File: src/rtl/seven_segment_capture_pkg.sv
`default_nettype none
// ============================================================================
// Module  : seven_segment_capture_pkg
// Purpose : Shared definitions for the seven-segment capture block. It holds
//           the active-low segment patterns (bits a..g, MSB = a), the blank
//           pattern and its code, and the capture FSM state type.
// Ports   : none (package)
// Config  : none here; SEVSEG_DP_CAPTURE_EN is consumed by the top level.
// Revision: 1.0 - initial release
// ============================================================================
package seven_segment_capture_pkg;

  localparam logic [6:0] SEG_0     = 7'b0000001;
  localparam logic [6:0] SEG_1     = 7'b1001111;
  localparam logic [6:0] SEG_2     = 7'b0010010;
  localparam logic [6:0] SEG_3     = 7'b0000110;
  localparam logic [6:0] SEG_4     = 7'b1001100;
  localparam logic [6:0] SEG_5     = 7'b0100100;
  localparam logic [6:0] SEG_6     = 7'b0100000;
  localparam logic [6:0] SEG_7     = 7'b0001111;
  localparam logic [6:0] SEG_8     = 7'b0000000;
  localparam logic [6:0] SEG_9     = 7'b0001100;
  localparam logic [6:0] SEG_BLANK = 7'b1111111;

  localparam logic [3:0] BLANK_CODE = 4'hF;

  typedef enum logic [1:0] {
    ST_IDLE  = 2'd0,
    ST_TRACK = 2'd1,
    ST_HOLD  = 2'd2
  } state_t;

endpackage
`default_nettype wire

File: src/rtl/seven_segment_decoder.sv
`default_nettype none
// ============================================================================
// Module  : seven_segment_decoder
// Purpose : Combinational decode of an active-low 7-bit segment pattern
//           (bit6 = a ... bit0 = g) into a 4-bit digit value. A fully dark
//           pattern decodes to the blank code and is legal; any pattern that
//           is not a digit or blank is flagged illegal.
// Ports   : pattern [6:0] in  - segment pattern, active low
//           value   [3:0] out - decoded digit, blank code when dark/illegal
//           legal         out - high when pattern is a digit or blank
// Revision: 1.0 - initial release
// ============================================================================
module seven_segment_decoder
  import seven_segment_capture_pkg::*;
(
  input  logic [6:0] pattern,
  output logic [3:0] value,
  output logic       legal
);

  always_comb begin
    value = BLANK_CODE;
    legal = 1'b1;
    case (pattern)
      SEG_0:     value = 4'd0;
      SEG_1:     value = 4'd1;
      SEG_2:     value = 4'd2;
      SEG_3:     value = 4'd3;
      SEG_4:     value = 4'd4;
      SEG_5:     value = 4'd5;
      SEG_6:     value = 4'd6;
      SEG_7:     value = 4'd7;
      SEG_8:     value = 4'd8;
      SEG_9:     value = 4'd9;
      SEG_BLANK: value = BLANK_CODE;
      default:   legal = 1'b0;
    endcase
  end

endmodule
`default_nettype wire

File: src/rtl/seven_segment_capture.sv
`default_nettype none
// ============================================================================
// Module  : seven_segment_capture
// Purpose : Snoops a multiplexed, active-low seven-segment display bus and
//           captures the value shown on each digit once the segment/anode
//           bus has been stable for STABLE_CYCLES synchronized samples.
// Ports   : i_clk                     in  - clock, rising edge
//           i_rst                     in  - asynchronous active-high reset
//           i_segments  [7:0]         in  - segments a..g (bit7..bit1), dp bit0
//           i_anodes    [NUM_DIGITS]  in  - active-low digit enables
//           i_clr_error               in  - clears the sticky error flag
//           o_digits    [4*NUM_DIGITS] out - captured value, digit n at [4n+:4]
//           o_valid     [NUM_DIGITS]  out - digit n captured since reset
//           o_update                  out - one-cycle strobe on each capture
//           o_error                   out - sticky: illegal pattern or
//                                           persistent anode conflict
//           o_dp        [NUM_DIGITS]  out - captured decimal point (only with
//                                           SEVSEG_DP_CAPTURE_EN)
// Config  : define SEVSEG_DP_CAPTURE_EN to capture the decimal point and
//           include it in the stability comparison.
// Revision: 1.0 - initial release
// ============================================================================
module seven_segment_capture
  import seven_segment_capture_pkg::*;
#(
  parameter int NUM_DIGITS    = 3,
  parameter int STABLE_CYCLES = 8
) (
  input  logic                    i_clk,
  input  logic                    i_rst,
  input  logic [7:0]              i_segments,
  input  logic [NUM_DIGITS-1:0]   i_anodes,
  input  logic                    i_clr_error,
  output logic [4*NUM_DIGITS-1:0] o_digits,
  output logic [NUM_DIGITS-1:0]   o_valid,
  output logic                    o_update,
`ifdef SEVSEG_DP_CAPTURE_EN
  output logic [NUM_DIGITS-1:0]   o_dp,
`endif
  output logic                    o_error
);

`ifdef SEVSEG_DP_CAPTURE_EN
  localparam logic [7:0] CMP_MASK = 8'hFF;
`else
  localparam logic [7:0] CMP_MASK = 8'hFE;  // dp bit ignored
`endif
  localparam logic [7:0] STABLE_MAX  = 8'(STABLE_CYCLES);
  localparam logic [7:0] CONF_THRESH = 8'(STABLE_CYCLES - 1);
  localparam logic [7:0] CNT_SAT     = 8'hFF;

  logic [7:0]            seg_meta, seg_sync, prev_seg;
  logic [NUM_DIGITS-1:0] an_meta, an_sync, prev_an;
  state_t                state;
  logic [7:0]            count;
  logic [7:0]            conflict_count;

  logic       an_idle, an_single, an_conflict, changed, commit;
  logic       dec_legal, error_set;
  logic [3:0] dec_value;

  // Anode classification of the current synchronized sample.
  assign an_idle     = &an_sync;
  assign an_single   = $onehot(~an_sync);
  assign an_conflict = !an_idle && !an_single;

  assign changed = (((seg_sync ^ prev_seg) & CMP_MASK) != 8'h00) || (an_sync != prev_an);

  // Commit happens the cycle after the window fills; prev_* then holds the
  // pattern that was stable for the whole window.
  assign commit = (state == ST_TRACK) && (count == STABLE_MAX);

  assign error_set = (commit && !dec_legal) || (an_conflict && (conflict_count >= CONF_THRESH));

  seven_segment_decoder u_decoder (
    .pattern (prev_seg[7:1]),
    .value   (dec_value),
    .legal   (dec_legal)
  );

  always_ff @(posedge i_clk or posedge i_rst) begin
    if (i_rst) begin
      seg_meta       <= '1;
      seg_sync       <= '1;
      an_meta        <= '1;
      an_sync        <= '1;
      prev_seg       <= '1;
      prev_an        <= '1;
      state          <= ST_IDLE;
      count          <= 8'd0;
      conflict_count <= 8'd0;
      o_digits       <= {NUM_DIGITS{BLANK_CODE}};
      o_valid        <= '0;
      o_update       <= 1'b0;
      o_error        <= 1'b0;
`ifdef SEVSEG_DP_CAPTURE_EN
      o_dp           <= '0;
`endif
    end else begin
      seg_meta <= i_segments;
      seg_sync <= seg_meta;
      an_meta  <= i_anodes;
      an_sync  <= an_meta;
      prev_seg <= seg_sync;
      prev_an  <= an_sync;
      o_update <= 1'b0;

      if (an_conflict) begin
        if (conflict_count != CNT_SAT) conflict_count <= conflict_count + 8'd1;
      end else begin
        conflict_count <= 8'd0;
      end

      // Set has priority over clear.
      if (error_set)        o_error <= 1'b1;
      else if (i_clr_error) o_error <= 1'b0;

      case (state)
        ST_IDLE: begin
          count <= 8'd0;
          if (an_single) begin
            state <= ST_TRACK;
            count <= 8'd1;
          end
        end

        ST_TRACK: begin
          if (commit) begin
            if (dec_legal) begin
              for (int n = 0; n < NUM_DIGITS; n++) begin
                if (!prev_an[n]) begin
                  o_digits[4*n +: 4] <= dec_value;
                  o_valid[n]         <= 1'b1;
`ifdef SEVSEG_DP_CAPTURE_EN
                  o_dp[n]            <= ~prev_seg[0];
`endif
                end
              end
              o_update <= 1'b1;
            end
            // A change arriving on the commit cycle must not be lost in HOLD.
            if (!an_single) begin
              state <= ST_IDLE;
              count <= 8'd0;
            end else if (changed) begin
              count <= 8'd1;
            end else begin
              state <= ST_HOLD;
            end
          end else if (!an_single) begin
            state <= ST_IDLE;
            count <= 8'd0;
          end else if (changed) begin
            count <= 8'd1;
          end else if (count != CNT_SAT) begin
            count <= count + 8'd1;
          end
        end

        ST_HOLD: begin
          if (!an_single) begin
            state <= ST_IDLE;
            count <= 8'd0;
          end else if (changed) begin
            state <= ST_TRACK;
            count <= 8'd1;
          end
        end

        default: begin
          state <= ST_IDLE;
          count <= 8'd0;
        end
      endcase
    end
  end

endmodule
`default_nettype wire

File: config.mk
export PLATFORM = sky130hd
export DESIGN_NAME = seven_segment_capture
export DESIGN_NICKNAME = d
export VERILOG_FILES = /design/src/rtl/seven_segment_capture_pkg.sv /design/src/rtl/seven_segment_decoder.sv /design/src/rtl/seven_segment_capture.sv
export SDC_FILE = /design/constraint.sdc
export NUM_CORES = 1
export LEC_CHECK = 0
export CELL_PAD_IN_SITES_DETAIL_PLACEMENT = 0
export CELL_PAD_IN_SITES_GLOBAL_PLACEMENT = 1
export CORE_MARGIN = 4
export CORE_UTILIZATION = 30
export DETAILED_ROUTE_END_ITERATION = 10
export GPL_TIMING_DRIVEN = 0
export PLACE_DENSITY = 0.66
export SLEW_MARGIN = 20
export SYNTH_ARGS = -nofsm -noshare
export SYNTH_HDL_FRONTEND = slang
export SYNTH_SLANG_ARGS = --single-unit
File: constraint.sdc
create_clock -name i_clk -period 2.1 [get_ports i_clk]
set_input_delay 0.525 -clock i_clk [delete_from_list [all_inputs] [get_ports i_clk]]
set_output_delay 0.525 -clock i_clk [all_outputs]
set_load 0.005 [all_outputs]
== After elaboration in Yosys (flattened, before gate mapping) ==
Index checks and enable logic that the tools add are counted.
W data, S select, Z words.

* Bits in registers: 68
* Output and inout bits: 17

* Add/sub/neg operators: 4
* Order comparisons: 1
* Equal/unequal tests: 23
* Mux-type cells: 25
* Bitwise logic cells: 5
* Reductions and logical operators: 19

{| class="wikitable"
|+ Operator list
! kind !! count
|-
| $mux W8 || 8
|-
| $pmux W4 S10 || 1
|-
| $pmux W8 S3 || 1
|-
| $eq A7 B7 Y1 const B || 3
|-
| $add A8 B1 Y8 const B || 2
|-
| $ne A8 B8 Y1 const B || 2
|-
| $reduce_and A4 Y1 || 4
|-
| $eq A7 B4 Y1 const B || 2
|-
| $eq A7 B6 Y1 const B || 2
|-
| $mux W2 || 7
|-
| $reduce_or A11 Y1 || 1
|-
| $ne A3 B3 Y1 const B || 3
|-
| $eq A8 B4 Y1 const B || 1
|-
| $ge A8 B3 Y1 const B || 1
|-
| $reduce_bool A8 Y1 || 1
|-
| $xor A8 B8 Y8 || 1
|-
| $eq A7 B1 Y1 const B || 1
|-
| $eq A7 B3 Y1 const B || 1
|-
| $eq A7 B5 Y1 const B || 1
|-
| $logic_not A7 Y1 || 1
|-
| $mux W1 || 7
|-
| $pmux W2 S3 || 1
|-
| $ne A5 B4 Y1 const B || 1
|-
| $eq A2 B1 Y1 const B || 2
|-
| other kinds (14) || 22
|}

== Depth between registers and ports, before layout ==
* Depth in word-level cells: 9
* Gate-level depth with buffers: 6

== Modules after synthesis ==
A second synthesis with hierarchy kept.

* Cell total of the unflattened synthesis: 251
* Area total of the unflattened synthesis: 2982.9 um^2

{| class="wikitable"
|+ By module, submodules not included
! module !! times used !! cells an instance !! area each (um^2) !! sequential area each (um^2)
|-
| seven_segment_capture || 1 || 205 || 2642.5 || 1679.1
|-
| seven_segment_decoder || 1 || 46 || 340.3 || 0.0
|}

== Worst setup path after synthesis ==
No wires, ideal clock.

* Path type: reg-to-reg
* Start: register prev_seg[3]
* End: register o_digits[5]
* Arrival: 1958 ps
* Required time: 2018 ps
* Setup slack: 59 ps
* Stages on the path, launching flop included: 7
* Cells stage by stage: dfstp_2 -> clkbuf_2 -> and4b_1 -> a32oi_1 -> o311a_2 -> a211oi_2 -> mux2_2

* Word-level cells in the longest chain between the ends: 4

{| class="wikitable"
|+ RTL lines
! what !! line !! source
|-
| start: declaration || seven_segment_capture.sv:52 || <nowiki>logic [7:0] seg_meta, seg_sync, prev_seg;</nowiki>
|-
| start signal: assignment || seven_segment_capture.sv:104 || <nowiki>prev_seg <= seg_sync;</nowiki>
|-
| $eq A7 B1 Y1, or another cell as far along || seven_segment_decoder.sv:24 || <nowiki>case (pattern)</nowiki>
|-
| $reduce_or A11 Y1 (no line) || - ||
|-
| $mux W1 || seven_segment_decoder.sv:24 ||
|-
| $reduce_and A4 Y1 (no line) || - ||
|-
| end signal: assignment || seven_segment_capture.sv:92 || <nowiki>o_digits <= {NUM_DIGITS{BLANK_CODE}};</nowiki>
|-
| end signal: indexed assignment || seven_segment_capture.sv:132 || <nowiki>o_digits[4*n +: 4] <= dec_value;</nowiki>
|-
| end: declaration || seven_segment_capture.sv:34 || <nowiki>output logic [4*NUM_DIGITS-1:0] o_digits,</nowiki>
|}

Parallel ways exist; a longest one is shown, timed or not.
A chain may end at the register's enable or synchronous reset.

== Worst setup path in the final report ==
* Start: register prev_seg[4]
* End: register o_digits[10]

The elaborated chain is that of the path after synthesis.

==> PnR_summary.wiki <==
{| class="wikitable"
! Metric !! Value
|-
| Insertion delay to the later sink of the worst-skew pair || between 300 and 400 ps
|-
| Largest voltage drop on the vdd net || ~0.38 mV
|-
| Post-synthesis async set-or-reset flop share || 1.00
|-
| First-pass GRT wire length || around 9400 um
|-
| Number of antenna-violating nets in the routed design || 0
|-
| WL/cell || about 13 um
|-
| Cell types occupying the most area after synthesis || dfstp_2 (37%), dfrtp_1 (19%), xnor2_1 (3.5%), nand2_1 (2.8%), o21ai_0 (2.2%)
|-
| Min-Delay Startpoint || seg_meta[5]
|-
| Cells on worst reg2reg path || 6
|-
| Area fraction in compound gates after synthesis || 0.128
|-
| Number of core rows || 35
|-
| Post-synth EDFFs || 0
|-
| Top delay family on crit path || compound AO/OA/AOI/OAI gates
|-
| Total global routing overflow || 0
|-
| Clock sinks || 65
|-
| Startpoint type of the worst setup path || flop
|-
| DRC violation total after the first TritonRoute iteration || between 80 and 90
|-
| Clock tree from TritonCTS || done
|-
| DR DRC count || 0
|-
| Area of the mapped netlist || between 2000 and 3000 um^2
|-
| Total clock buffers created by CTS || 9
|-
| Total die area || 11500 um^2
|-
| Placement-stage worst setup slack || -169 ps
|-
| Transition time at the pin with the least slew margin || approximately 460 ps
|-
| Core Util, Final || 0.396
|-
| Distinct cell type count after synthesis || 62
|-
| Via count of the routed design || 1946
|-
| Number of synthesized register bits || 65
|-
| Ratio of total power to cell area || just over 700 nW/um^2
|-
| Count of buffers from port buffering || 29
|-
| Max Cap Viol || 0
|-
| Result of the run || finished clean
|-
| Cell taking the most area after synthesis || dfstp_2
|-
| Multiplexer fraction of the synthesized cell area || 0.0287
|-
| CTS Hold Bufs || 0
|-
| Type of the worst setup path || reg -> reg
|-
| Final setup vio count || 0
|-
| Path type of the worst min-delay path || reg -> reg
|-
| Maximum root-to-sink buffer count || 2
|-
| Area of the multi-input gates || ~1200 um^2
|-
| Number of inserted diodes || 0
|-
| Placeable core region || 9420 um^2
|-
| Nature of the critical path endpoint || flop
|-
| Worst hold-check slack || approximately 350 ps
|-
| Total of fill cells in the finished design || about 930
|-
| Worst path bufs/invs || 1
|-
| Main combinational cell family by area after synthesis || simple AND/OR/NAND/NOR gates
|-
| Synth Area in XOR/XNOR || 0.0503
|-
| Synthesized-area fraction occupied by and/or/nand/nor cells || 0.169
|-
| Clock transition at the registers of the reported paths || 70 ps
|-
| Die W || between 100 and 150 um
|-
| Final estimated routing congestion in global placement || about 0.8
|-
| Via density per instance || around 4.5
|-
| Area fraction of the dominant cell type after synthesis || 0.373
|-
| Number of warning messages in the yosys log || 0
|-
| Count of cell instances traversed by the critical path || 6
|-
| Die height || 107 um
|-
| Beginning of the worst register-to-register path || prev_seg[4]
|-
| Maximum number of pins on one net before global-route repair || 59
|-
| Register area || between 1500 and 2000 um^2
|-
| Final min period || 2030 ps
|-
| DP Wirelength || 4000 um
|-
| Final routed wirelength across all metal layers || about 5600 um
|-
| Adder-cell share of the synthesized area || 0.0262
|-
| Cell types with the highest counts after synthesis || dfstp_2 (42), dfrtp_1 (23), nand2_1 (22), nor2_1 (14), o21ai_0 (13)
|-
| Overall power consumption || between 2000 and 3000 uW
|-
| Required time of the critical path || 2370 ps
|-
| Initial antenna violation count || 0
|-
| Standby leakage power || about 0.0015 uW
|-
| Final count of pins violating max slew || 0
|-
| Seq/Total Area, Yosys || 0.567
|-
| Max FO, Critical Path || 10
|-
| Proportion of layout cells with a drive suffix above 1 || 0.302
|-
| Final hold violation count || 0
|-
| Clk root buf || clkbuf_8
|-
| Most numerous cell in the Yosys netlist || dfstp_2
|-
| Worst rel slew slack || 0.694
|-
| Worst r2r dst || o_digits[10]
|-
| Syn_nets || 272
|-
| Period utilisation layout || 0.966
|-
| Post-route worst setup slack || 72.4 ps
|-
| H-Tree Level Count || 3
|-
| Arr. time, crit path || 2290 ps
|-
| Ordered list of cells on the worst path || buf_6 > and4b_1 > a32oi_1 > o311a_4 > a211o_4 > mux2_4
|-
| Number of I/O pins || 31
|-
| Post-layout net count || roughly 320
|-
| Mean instance size in the synthesized netlist || 11.7 um^2
|-
| 1st-pass router iterations || 4
|-
| Synthesized netlist cell count || about 250
|-
| Total negative slack for setup checks || 0 ps
|-
| Starting Density || 0.315
|-
| Timing endpoint of the critical path || o_digits[10]
|-
| Area Overhead vs Synth || 25.8%
|-
| Launch point of the worst path || prev_seg[4]
|-
| Overall Global Routing Usage || 0.104
|-
| Highest achievable clock rate || about 0.49 GHz
|-
| Worst path slowest cell || dfstp_2
|-
| Highest cell delay on the worst timing path || about 520 ps
|-
| Vias in the first global route || roughly 1900
|-
| Primary FF master, synth || dfstp_2
|-
| Reg-to-reg setup timing slack || 70 ps
|-
| Final clock skew || approximately 10 ps
|}
-- sequential cells by signal, indices dropped and copies added (netlist names) --
name,cells
conflict_count,8
an_sync,3
seg_meta,7
seg_sync,7
o_error,1
prev_an,3
an_meta,3
count,8
o_update,1
state,2
prev_seg,7
o_digits,12
o_valid,3
-- where the power goes --
group	internal, uW	switching [uW]
combinational	87.8	96.4
sequential	1320	36.7
clock	672	483
-- how the worst min path moves through the flow --
stage	to	slack (ps)	cells after the start
after floorplan	an_sync[0]	350	0
after global placement	seg_sync[2]	350	0
after detailed placement	an_sync[2]	350	0
after CTS	seg_sync[5]	340	0
after global routing	seg_sync[5]	340	0
final	seg_sync[5]	350	0
-- metal layers --
metal  vias to the layer above  wire, um  global-route usage
met4                         0        90              0.0379
met1                       932      2550               0.135
met2                        37      2710               0.163
li1                        971         -                   -
met3                         6       242              0.0318
met5                         -         0                   0
-- layout make-up --
type / instances / area share
buffer: 6 / 0.0131
clock buffer: 10 / 0.0343
clock inverter: 6 / 0.0249
inverter: 11 / 0.0118
multi-input combinational: 170 / 0.331
sequential: 65 / 0.451
tap: 129 / 0.0433
timing repair buffer: 33 / 0.0914
-- per-stage QoR --
step / cells / area [um^2]
after CTS: 429 / 3700
final: 430 / 3720
after floorplan: 253 / 2960
after global routing: 430 / 3720
after detailed placement: 412 / 3440
after global placement: 411 / 3410
-- repair_timing --
action	4_1_cts	5_1_grt
pin swaps	1	2
setup endpoints to repair	15	7
resized for setup	4	5
buffers inserted	2	1
-- cell usage in the layout, fill, tap and decap left out, drive strengths merged, types with 7 or more instances in the layout --
| cell type | Yosys | routed |
|---|---|---|
| nor2b | 8 | 8 |
| o21ai | 13 | 13 |
| clkdlybuf4s50 | 0 | 29 |
| nor2 | 14 | 14 |
| nand3 | 7 | 7 |
| dfrtp | 23 | 23 |
| xnor2 | 12 | 12 |
| nand4 | 7 | 7 |
| inv | 11 | 11 |
| a21oi | 11 | 11 |
| buf | 4 | 9 |
| dfstp | 42 | 42 |
| clkbuf | 3 | 11 |
| nand2 | 22 | 22 |
-- logic make-up after synthesis --
logic type | Yosys count
adders and majority gates | 5
muxes | 7
xor gates and xnor gates | 17
buffers and inverters | 18
and+or+nand+nor | 90
AOI/OAI and AO/OA | 51
DFF | 65
(Power assumes the default switching activity.)
